**src/rtl/sysid_verifier_pkg.sv**
```systemverilog
`default_nettype none
// ============================================================================
// Module   : sysid_verifier_pkg
// Brief    : Shared types and constants for the system-ID verifier.
// Revision : 1.0 - initial release
// ============================================================================
package sysid_verifier_pkg;

    localparam logic [31:0] c_default_expected_id = 32'hAAAAAAAA;
    localparam logic [31:0] c_default_expected_ts = 32'h53699D78;
    localparam int          c_timer_w             = 16;
    localparam int          c_retry_w             = 4;

    typedef enum logic [2:0] {
        IDLE  = 3'd0,
        RD_ID = 3'd1,
        RD_TS = 3'd2,
        CHECK = 3'd3,
        FIN   = 3'd4
    } state_t;

endpackage
`default_nettype wire

```
**src/rtl/sysid_read_timer.sv**
```systemverilog
`default_nettype none
// ============================================================================
// Module   : sysid_read_timer
// Brief    : Per-read stall counter with clear, enable and terminal count.
// Revision : 1.0 - initial release
// ============================================================================
module sysid_read_timer
    import sysid_verifier_pkg::*;
#(
    parameter int unsigned LIMIT = 255
) (
    input  logic clk,
    input  logic rst,
    input  logic i_clr,
    input  logic i_en,
    output logic o_tc
);

    localparam logic [c_timer_w-1:0] c_tc_value = c_timer_w'(LIMIT - 1);

    logic [c_timer_w-1:0] r_count;

    always_ff @(posedge clk) begin
        if (rst) begin
            r_count <= '0;
        end else if (i_clr) begin
            r_count <= '0;
        end else if (i_en) begin
            r_count <= r_count + c_timer_w'(1);
        end
    end

    // Fires on the LIMIT-th stalled cycle, so the read gives up right after it.
    assign o_tc = i_en && (r_count == c_tc_value);

endmodule
`default_nettype wire

```
**src/rtl/sysid_verifier.sv**
```systemverilog
`default_nettype none
// ============================================================================
// Module   : sysid_verifier
// Brief    : Reads ID/timestamp over Avalon-MM, compares, retries on mismatch.
// Revision : 1.0 - initial release
// ============================================================================
module sysid_verifier
    import sysid_verifier_pkg::*;
#(
    parameter logic [31:0] EXPECTED_ID = c_default_expected_id,
    parameter logic [31:0] EXPECTED_TS = c_default_expected_ts,
    parameter int unsigned MAX_RETRY   = 3,
    parameter int unsigned TIMEOUT     = 255
) (
    input  logic        clock,
    input  logic        reset,
    input  logic        start,
    output logic        avm_address,
    output logic        avm_read,
    input  logic        avm_waitrequest,
    input  logic [31:0] avm_readdata,
    output logic        busy,
    output logic        done,
    output logic        match,
    output logic        timeout_err,
    output logic [31:0] id_value,
    output logic [31:0] ts_value,
    output logic [3:0]  retries_used
);

    localparam logic [c_retry_w-1:0] c_max_retry = c_retry_w'(MAX_RETRY);

    state_t               r_state;
    state_t               w_state_nxt;
    logic                 w_rd_active;
    logic                 w_rd_done;
    logic                 w_stall;
    logic                 w_timer_tc;
    logic                 w_words_ok;
    logic                 w_can_retry;
    logic [c_retry_w-1:0] r_retry_cnt;
    logic                 r_match;
    logic                 r_timeout_err;
    logic [31:0]          r_id_value;
    logic [31:0]          r_ts_value;
    logic [c_retry_w-1:0] r_retries_used;

    assign w_rd_active = (r_state == RD_ID) || (r_state == RD_TS);
    assign w_rd_done   = w_rd_active && !avm_waitrequest;
    assign w_stall     = w_rd_active && avm_waitrequest;
    assign w_words_ok  = (r_id_value == EXPECTED_ID) && (r_ts_value == EXPECTED_TS);
    assign w_can_retry = (r_retry_cnt < c_max_retry);

    // Cleared whenever no read is pending or one completes, so each read starts at zero.
    sysid_read_timer #(
        .LIMIT (TIMEOUT)
    ) u_read_timer (
        .clk   (clock),
        .rst   (reset),
        .i_clr (!w_rd_active || w_rd_done),
        .i_en  (w_stall),
        .o_tc  (w_timer_tc)
    );

    always_ff @(posedge clock) begin
        if (reset) begin
            r_state <= IDLE;
        end else begin
            r_state <= w_state_nxt;
        end
    end

    always_comb begin
        w_state_nxt = r_state;
        avm_read    = 1'b0;
        avm_address = 1'b0;
        busy        = 1'b0;
        done        = 1'b0;
        case (r_state)
            IDLE: begin
                if (start) begin
                    w_state_nxt = RD_ID;
                end
            end
            RD_ID: begin
                busy     = 1'b1;
                avm_read = 1'b1;
                if (w_timer_tc) begin
                    w_state_nxt = FIN;
                end else if (!avm_waitrequest) begin
                    w_state_nxt = RD_TS;
                end
            end
            RD_TS: begin
                busy        = 1'b1;
                avm_read    = 1'b1;
                avm_address = 1'b1;
                if (w_timer_tc) begin
                    w_state_nxt = FIN;
                end else if (!avm_waitrequest) begin
                    w_state_nxt = CHECK;
                end
            end
            CHECK: begin
                busy = 1'b1;
                if (!w_words_ok && w_can_retry) begin
                    w_state_nxt = RD_ID;
                end else begin
                    w_state_nxt = FIN;
                end
            end
            FIN: begin
                done        = 1'b1;
                w_state_nxt = IDLE;
            end
            default: begin
                w_state_nxt = IDLE;
            end
        endcase
    end

    // Result registers are loaded on the transition into FIN so they are valid alongside done.
    always_ff @(posedge clock) begin
        if (reset) begin
            r_retry_cnt    <= '0;
            r_match        <= 1'b0;
            r_timeout_err  <= 1'b0;
            r_id_value     <= '0;
            r_ts_value     <= '0;
            r_retries_used <= '0;
        end else begin
            case (r_state)
                IDLE: begin
                    if (start) begin
                        r_retry_cnt   <= '0;
                        r_match       <= 1'b0;
                        r_timeout_err <= 1'b0;
                    end
                end
                RD_ID, RD_TS: begin
                    if (w_timer_tc) begin
                        r_timeout_err  <= 1'b1;
                        r_match        <= 1'b0;
                        r_retries_used <= r_retry_cnt;
                    end else if (w_rd_done) begin
                        if (r_state == RD_ID) begin
                            r_id_value <= avm_readdata;
                        end else begin
                            r_ts_value <= avm_readdata;
                        end
                    end
                end
                CHECK: begin
                    if (w_words_ok) begin
                        r_match        <= 1'b1;
                        r_retries_used <= r_retry_cnt;
                    end else if (w_can_retry) begin
                        r_retry_cnt <= r_retry_cnt + c_retry_w'(1);
                    end else begin
                        r_match        <= 1'b0;
                        r_retries_used <= r_retry_cnt;
                    end
                end
                default: begin
                end
            endcase
        end
    end

    assign match        = r_match;
    assign timeout_err  = r_timeout_err;
    assign id_value     = r_id_value;
    assign ts_value     = r_ts_value;
    assign retries_used = r_retries_used;

endmodule
`default_nettype wire
```
**config.mk**
```make
export PLATFORM = sky130hd
export DESIGN_NAME = sysid_verifier
export DESIGN_NICKNAME = d
export VERILOG_FILES = /design/src/rtl/sysid_verifier_pkg.sv /design/src/rtl/sysid_read_timer.sv /design/src/rtl/sysid_verifier.sv
export SDC_FILE = /design/constraint.sdc
export NUM_CORES = 1
export LEC_CHECK = 0
export ABC_AREA = 1
export ABC_CLOCK_PERIOD_IN_PS = 2100
export BUFFER_PORTS_ARGS = -buffer_cell sky130_fd_sc_hd__buf_2
export CORE_ASPECT_RATIO = 1.1
export CORE_MARGIN = 2
export CORE_UTILIZATION = 47
export DETAILED_ROUTE_END_ITERATION = 16
export MAX_ROUTING_LAYER = met4
export PLACE_DENSITY = 0.73
export SETUP_SLACK_MARGIN = 0.02
export SYNTH_ARGS = -nofsm -noshare
export SYNTH_HDL_FRONTEND = slang
export SYNTH_HIERARCHICAL = 1
export SYNTH_SLANG_ARGS = --single-unit
```
**constraint.sdc**
```tcl
create_clock -name clock -period 2.1 [get_ports clock]
set_input_delay 0.42 -clock clock [delete_from_list [all_inputs] [get_ports clock]]
set_output_delay 0.42 -clock clock [all_outputs]
set_load 0.02 [all_outputs]
```
# Word-level counts from Yosys, hierarchy flattened
# Cells that the tools add are included.
[totals] regBits=93 latch_bits=0 ramBits=0 mem_bits_ro=0 input_bits=36 out_inout_bits=74 elab_cells=78 mem_count=0
[classes] n_addsub=2 multipliers=0 n_div=0 magnitude_cmp=1 eq_ne=14 n_shift=0 muxes=26 n_bitwise=2 n_reduce_logical=25
[ops] op="$eq A32 B31 Y1 const B" n=1
[ops] op="$eq A32 B32 Y1 const B" n=1
[ops] op="$mux W4" n=6
[ops] op="$mux W3" n=6
[ops] op="$add A16 B1 Y16 const B" n=1
[ops] op="$eq A16 B8 Y1 const B" n=1
[ops] op="$pmux W4 S2" n=2
[ops] op="$reduce_and A4 Y1" n=4
[ops] op="$pmux W3 S4" n=1
[ops] op="$mux W1" n=9
[ops] op="$reduce_and A3 Y1" n=3
[ops] op="$eq A3 B2 Y1 const B" n=2
[ops] op="$ne A2 B2 Y1 const B" n=3
[ops] op="$ne A3 B2 Y1 const B" n=2
[ops] op="$reduce_bool A2 Y1" n=3
[ops] op="$logic_and A1 B1 Y1" n=5
[ops] op="$add A4 B1 Y4 const B" n=1
[ops] op="$lt A4 B2 Y1 const B" n=1
[ops] op="$reduce_or A2 Y1" n=2
[ops] op="$eq A3 B1 Y1 const B" n=1
[ops] op="$eq A3 B3 Y1 const B" n=1
[ops] op="$logic_not A1 Y1" n=3
[ops] op="$logic_not A3 Y1" n=1
[ops] op="$ne A3 B3 Y1 const B" n=1
[ops] op="7 further kinds" n=9

# Longest topological paths before layout
[depth] ltp_word=6 mapped_depth=16 mapped_depth_nobuf=16

# Hierarchy
# Netlist, hierarchy kept.
[modules_own_cells] module="sysid_verifier" instances=1 cells_per_inst=464 area_each_um2=3235.6
[modules_own_cells] module="sysid_read_timer" instances=1 cells_per_inst=124 area_each_um2=855.8

# Worst setup path after synthesis
# OpenSTA, ideal clock, no wires.
[synth_timing] path_type="register -> register" start="reg r_state[0]" end="reg r_ts_value[1], in the netlist ts_value[1]" t_arrival_ns=2.339 path_slack_ns=-0.311 path_stages_with_launch=16 path_buffers=1 synth_period_minus_slack_ns=2.411 path_cell_list="dfxtp_1 -> inv_2 -> nor2_4 -> nand2_2 -> nand2_4 -> inv_2 -> nor2_4 -> nand2_1 -> nor2_2 -> nand2_2 -> nor4_1 -> nor2_1 -> nand2_1 -> buf_2 -> nand2_1 -> a21oi_1"
[synth_between] elab_chain_cells=6 word_cells_on_any_way=10
[synth_rtl] element="from (decl)" line="sysid_verifier.sv:33" text="state_t r_state;"
[synth_rtl] element="from (signal assigned)" line="sysid_verifier.sv:69" text="r_state <= w_state_nxt;"
[synth_rtl] element="$eq A3 B1 Y1 / $eq A3 B2 Y1 (equally long branches)" line="sysid_verifier.sv:48" text="assign w_rd_active = (r_state == RD_ID) || (r_state == RD_TS);"
[synth_rtl] element="$logic_or A1 B1 Y1 (*)" line="sysid_verifier.sv:48"
[synth_rtl] element="$logic_and A1 B1 Y1 (*)" line="sysid_verifier.sv:50" text="assign w_stall = w_rd_active && avm_waitrequest;"
[synth_rtl] element="named net w_stall" line="sysid_verifier.sv:37" text="logic w_stall;"
[synth_rtl] element="$logic_and A1 B1 Y1 (*)" line="sysid_read_timer.sv:34" text="assign o_tc = i_en && (r_count == c_tc_value);"
[synth_rtl] element="named net w_timer_tc" line="sysid_verifier.sv:38" text="logic w_timer_tc;"
[synth_rtl] element="$not A1 Y1 (no line) (*)"
[synth_rtl] element="$reduce_and A4 Y1 (no line) (*)"
[synth_rtl] element="to (signal assigned)" line="sysid_verifier.sv:149" text="r_ts_value <= avm_readdata;"
[synth_rtl] element="to (decl)" line="sysid_verifier.sv:45" text="logic [31:0] r_ts_value;"
# The timed path passes the listed nets; every way through them passes the cells marked *.
# A chain may end at the register's enable or synchronous reset.

# Final worst setup path
[layout_timing] start="reg r_state[0]" end="reg r_ts_value[29], in the netlist ts_value[29]"
# The elaborated chain is that of the path after synthesis.

==> qor.txt <==
Outcome -> completed
Setup CP Type -> flip-flop to flip-flop
Yosys top cell by area -> dfxtp_1
Seq/Total Area, Yosys -> 45.50%
Diodes inserted -> 0
Port buffer count -> 109
Maximum net fanout on the critical path -> 18
Fin area -> 5271 um2
Initial antenna violation count -> 0
Predominant post-synthesis flop cell -> dfxtp_1
Worst Path Required -> 2.40 ns
Initial core utilization -> 48.66%
Clk_skew -> 0.01130 ns
WP data arrival -> 2.31 ns
CTS tree -> yes
Remaining DRCs -> 0
Core footprint -> 8408 um2
Die Y -> 101.9 um
Row cnt -> 35
Share of cells above drive strength 1 -> 27.49%
Syn Area/Cell -> 6.958 um2
Shortest period the worst path allows -> 2.012 ns
DR iter-0 viols -> 262
Cell with the most instances after synthesis -> nor2_1
Post-CTS Hold Fix Bufs -> 0
Clk slew on worst S/H paths -> 0.09 ns
Routed Antenna Nets -> 0
Syn Nets -> 627
Fin nets -> 747
Mapped Area -> 4091 um2
Crit share post-route -> 95.80%
Fin util -> 62.69%
Vias per inst -> 5.324
Gate count of the mapped netlist -> 588
Final Hold Viols -> 0
Placed Area -> 4836 um2
Asr flop ratio synth -> 0%
Largest net degree at the start of global routing -> 34
Max Clk Rate -> 0.4971 GHz
Global-route wire length before repair -> 18.17 mm
Synth cell count leaders -> nor2_1 (134), nand2_1 (107), dfxtp_1 (93), a21oi_1 (49), nand3_1 (45)
Routed length per instance -> 14.66 um
CP cell instances -> inv_2 -> nor2_4 -> nand2_4 -> nand2_4 -> inv_4 -> nor2_4 -> nand2_1 -> nor2_2 -> nand2_2 -> nor4_4 -> buf_6 -> nor2_2 -> nand2_4 -> buf_16 -> nand2_1 -> a21oi_2
Total power draw -> 5331 uW
Slowest stage delay, CP -> 0.34 ns
Critical path launch point type -> flip-flop
Post-synth EDFFs -> 0
CTS Buf Count -> 9
GP Congestion -> 0.8438
Clock tree sinks -> 93
Max H-tree Level -> 3
GRT overflow -> 0
Syn-to-layout area delta -> 28.84%
Die X -> 92.96 um
Worst VDD drop -> 454.4 uV
Unrepaired setup endpoints after global routing -> true
Maxcap violations -> 0
Crit path capture type -> flip-flop
Drt pass-1 iters -> 6
Critical path's top delay family -> simple AND/OR/NAND/NOR gates
Slew Viols, Final -> 0
Place WS -> -0.03146 ns
Rel. slew slack -> 59.85%
Final worst slack -> 0.08815 ns
Final WL -> 12.08 mm
Top cell type's share of synthesized area -> 45.50%
Pwr/cell area -> 1011 nW/um2
CP dominant cell by count -> nand2_4
IO Pins -> 110
Hold slack -> 0.2883 ns
Setup Viol. Count Final -> 0
CP Buf/Inv Count -> 4
Final HPWL DP -> 8.199 mm
Area contributors post-synth -> dfxtp_1 (46%), nor2_1 (12%), nand2_1 (9.8%), a21oi_1 (6.0%), nand3_1 (5.5%)
Clock Latency Late Sink -> 0.36 ns
Number of global-route vias before repair -> 3805
Full die area -> 9468 um2
Yosys warnings -> 6
Actual slew at the worst max-slew pin -> 0.6015 ns
Longest Clk Path Bufs -> 2
Routed vias -> 4387
Clock root cell -> clkbuf_8
All-Layer GR Usage -> 25.13%
#FFs+latches synth -> 93
Yosys cell types -> 32
Crit path max-delay cell type -> dfxtp_2
Leakage -> 0.002405 uW
Hold Path Class -> input pin to flip-flop
[worst reg2reg max path: cells and delay by family (launching register included)]
kind	cells	cell delay, ns
AND/OR/NAND/NOR	11	1.04
buffers and inverters	4	0.43
flip-flops	1	0.34
AO/OA/AOI/OAI	1	0.13
[placed cells by master, fill, tap and decap left out, types with 2 or more instances in the layout]
cell | synthesis | layout
ha_1 | 3 | 3
inv_1 | 43 | 42
nand2_2 | 6 | 6
nand3_1 | 45 | 44
nor2_1 | 134 | 133
buf_2 | 9 | 109
bufinv_16 | 0 | 2
clkbuf_8 | 0 | 10
buf_6 | 0 | 3
nand2_1 | 107 | 104
nand2_4 | 1 | 4
nor3_1 | 2 | 2
dfxtp_1 | 93 | 90
xor2_1 | 3 | 3
nor2_4 | 5 | 5
o21ai_1 | 1 | 9
o21ai_0 | 42 | 34
buf_12 | 0 | 3
nor2_2 | 6 | 7
and3_1 | 2 | 2
inv_2 | 5 | 5
dfxtp_2 | 0 | 2
a21oi_1 | 49 | 41
a21oi_2 | 2 | 10
buf_4 | 1 | 15
clkbuf_16 | 0 | 2
nand4_1 | 5 | 5
nand3_2 | 2 | 3
[kinds of logic (layout without fill, tap and decap cells)]
logic type | after synthesis | count (layout) | share of synthesized area, %
compound gates | 96 | 96 | 12.05
xor+xnor | 3 | 3 | 0.6423
fa+ha+maj | 3 | 3 | 0.9175
buf+inv | 72 | 197 | 6.972
flops | 93 | 93 | 45.50
simple gates | 321 | 321 | 33.92
[metal layers]
layer	track usage [%]	vias up	wire, um
met3	3.245	22	891
met1	30.59	2054	4937
met5	-	-	0
met4	8.484	0	214
li1	-	2116	-
met2	43.31	195	6032
[flip-flops by register name (all words and copies together), names as in the netlist]
signal	cells
id_value	32
retries_used	4
match	1
u_read_timer/r_count	16
r_retry_cnt	4
r_state	3
ts_value	32
timeout_err	1
[report_power, final]
part           switching (uW)  internal (uW)  total, uW
clock                     647            709       1360
combinational            1160            618       1770
sequential                190           2010       2200
total                    1990           3340       5330
[timing repair]
| item | in CTS | in global routing |
|---|---|---|
| gates resized for setup | 11 | 20 |
| gates cloned | 1 | 2 |
| pin swaps | 2 | 8 |
| setup endpoints to repair | 8 | 73 |
| buffers inserted | 6 | 2 |
[final cells by class]
| cell class | instances | area, um2 |
|---|---|---|
| Sequential cell | 93 | 1868 |
| Clock buffer | 11 | 141.4 |
| Multi-Input combinational cell | 423 | 2028 |
| Inverter | 48 | 182.7 |
| Timing Repair Buffer | 133 | 829.5 |
| Clock inverter | 5 | 82.58 |
| Tap cell | 111 | 138.9 |
| Fill cell | 778 | 3137 |
[worst paths after layout]
check,startpoint,to,slack (ns),depth (start not counted)
worst min-delay path,avm_readdata[25],id_value[25],0.29,3
worst max-delay path,r_state[0],ts_value[29],0.09,16
worst min register to register,ts_value[19],ts_value[19],0.48,2
worst max register to register,r_state[0],ts_value[29],0.09,16
[metrics by stage]
step	TNS, ns	instances
after floorplan	0	588
after CTS	0	820
final	0	824
after detailed placement	-0.07209	797
after global placement	0	797
after global routing	-0.3375	824
Power figures use the tool's default switching activity.
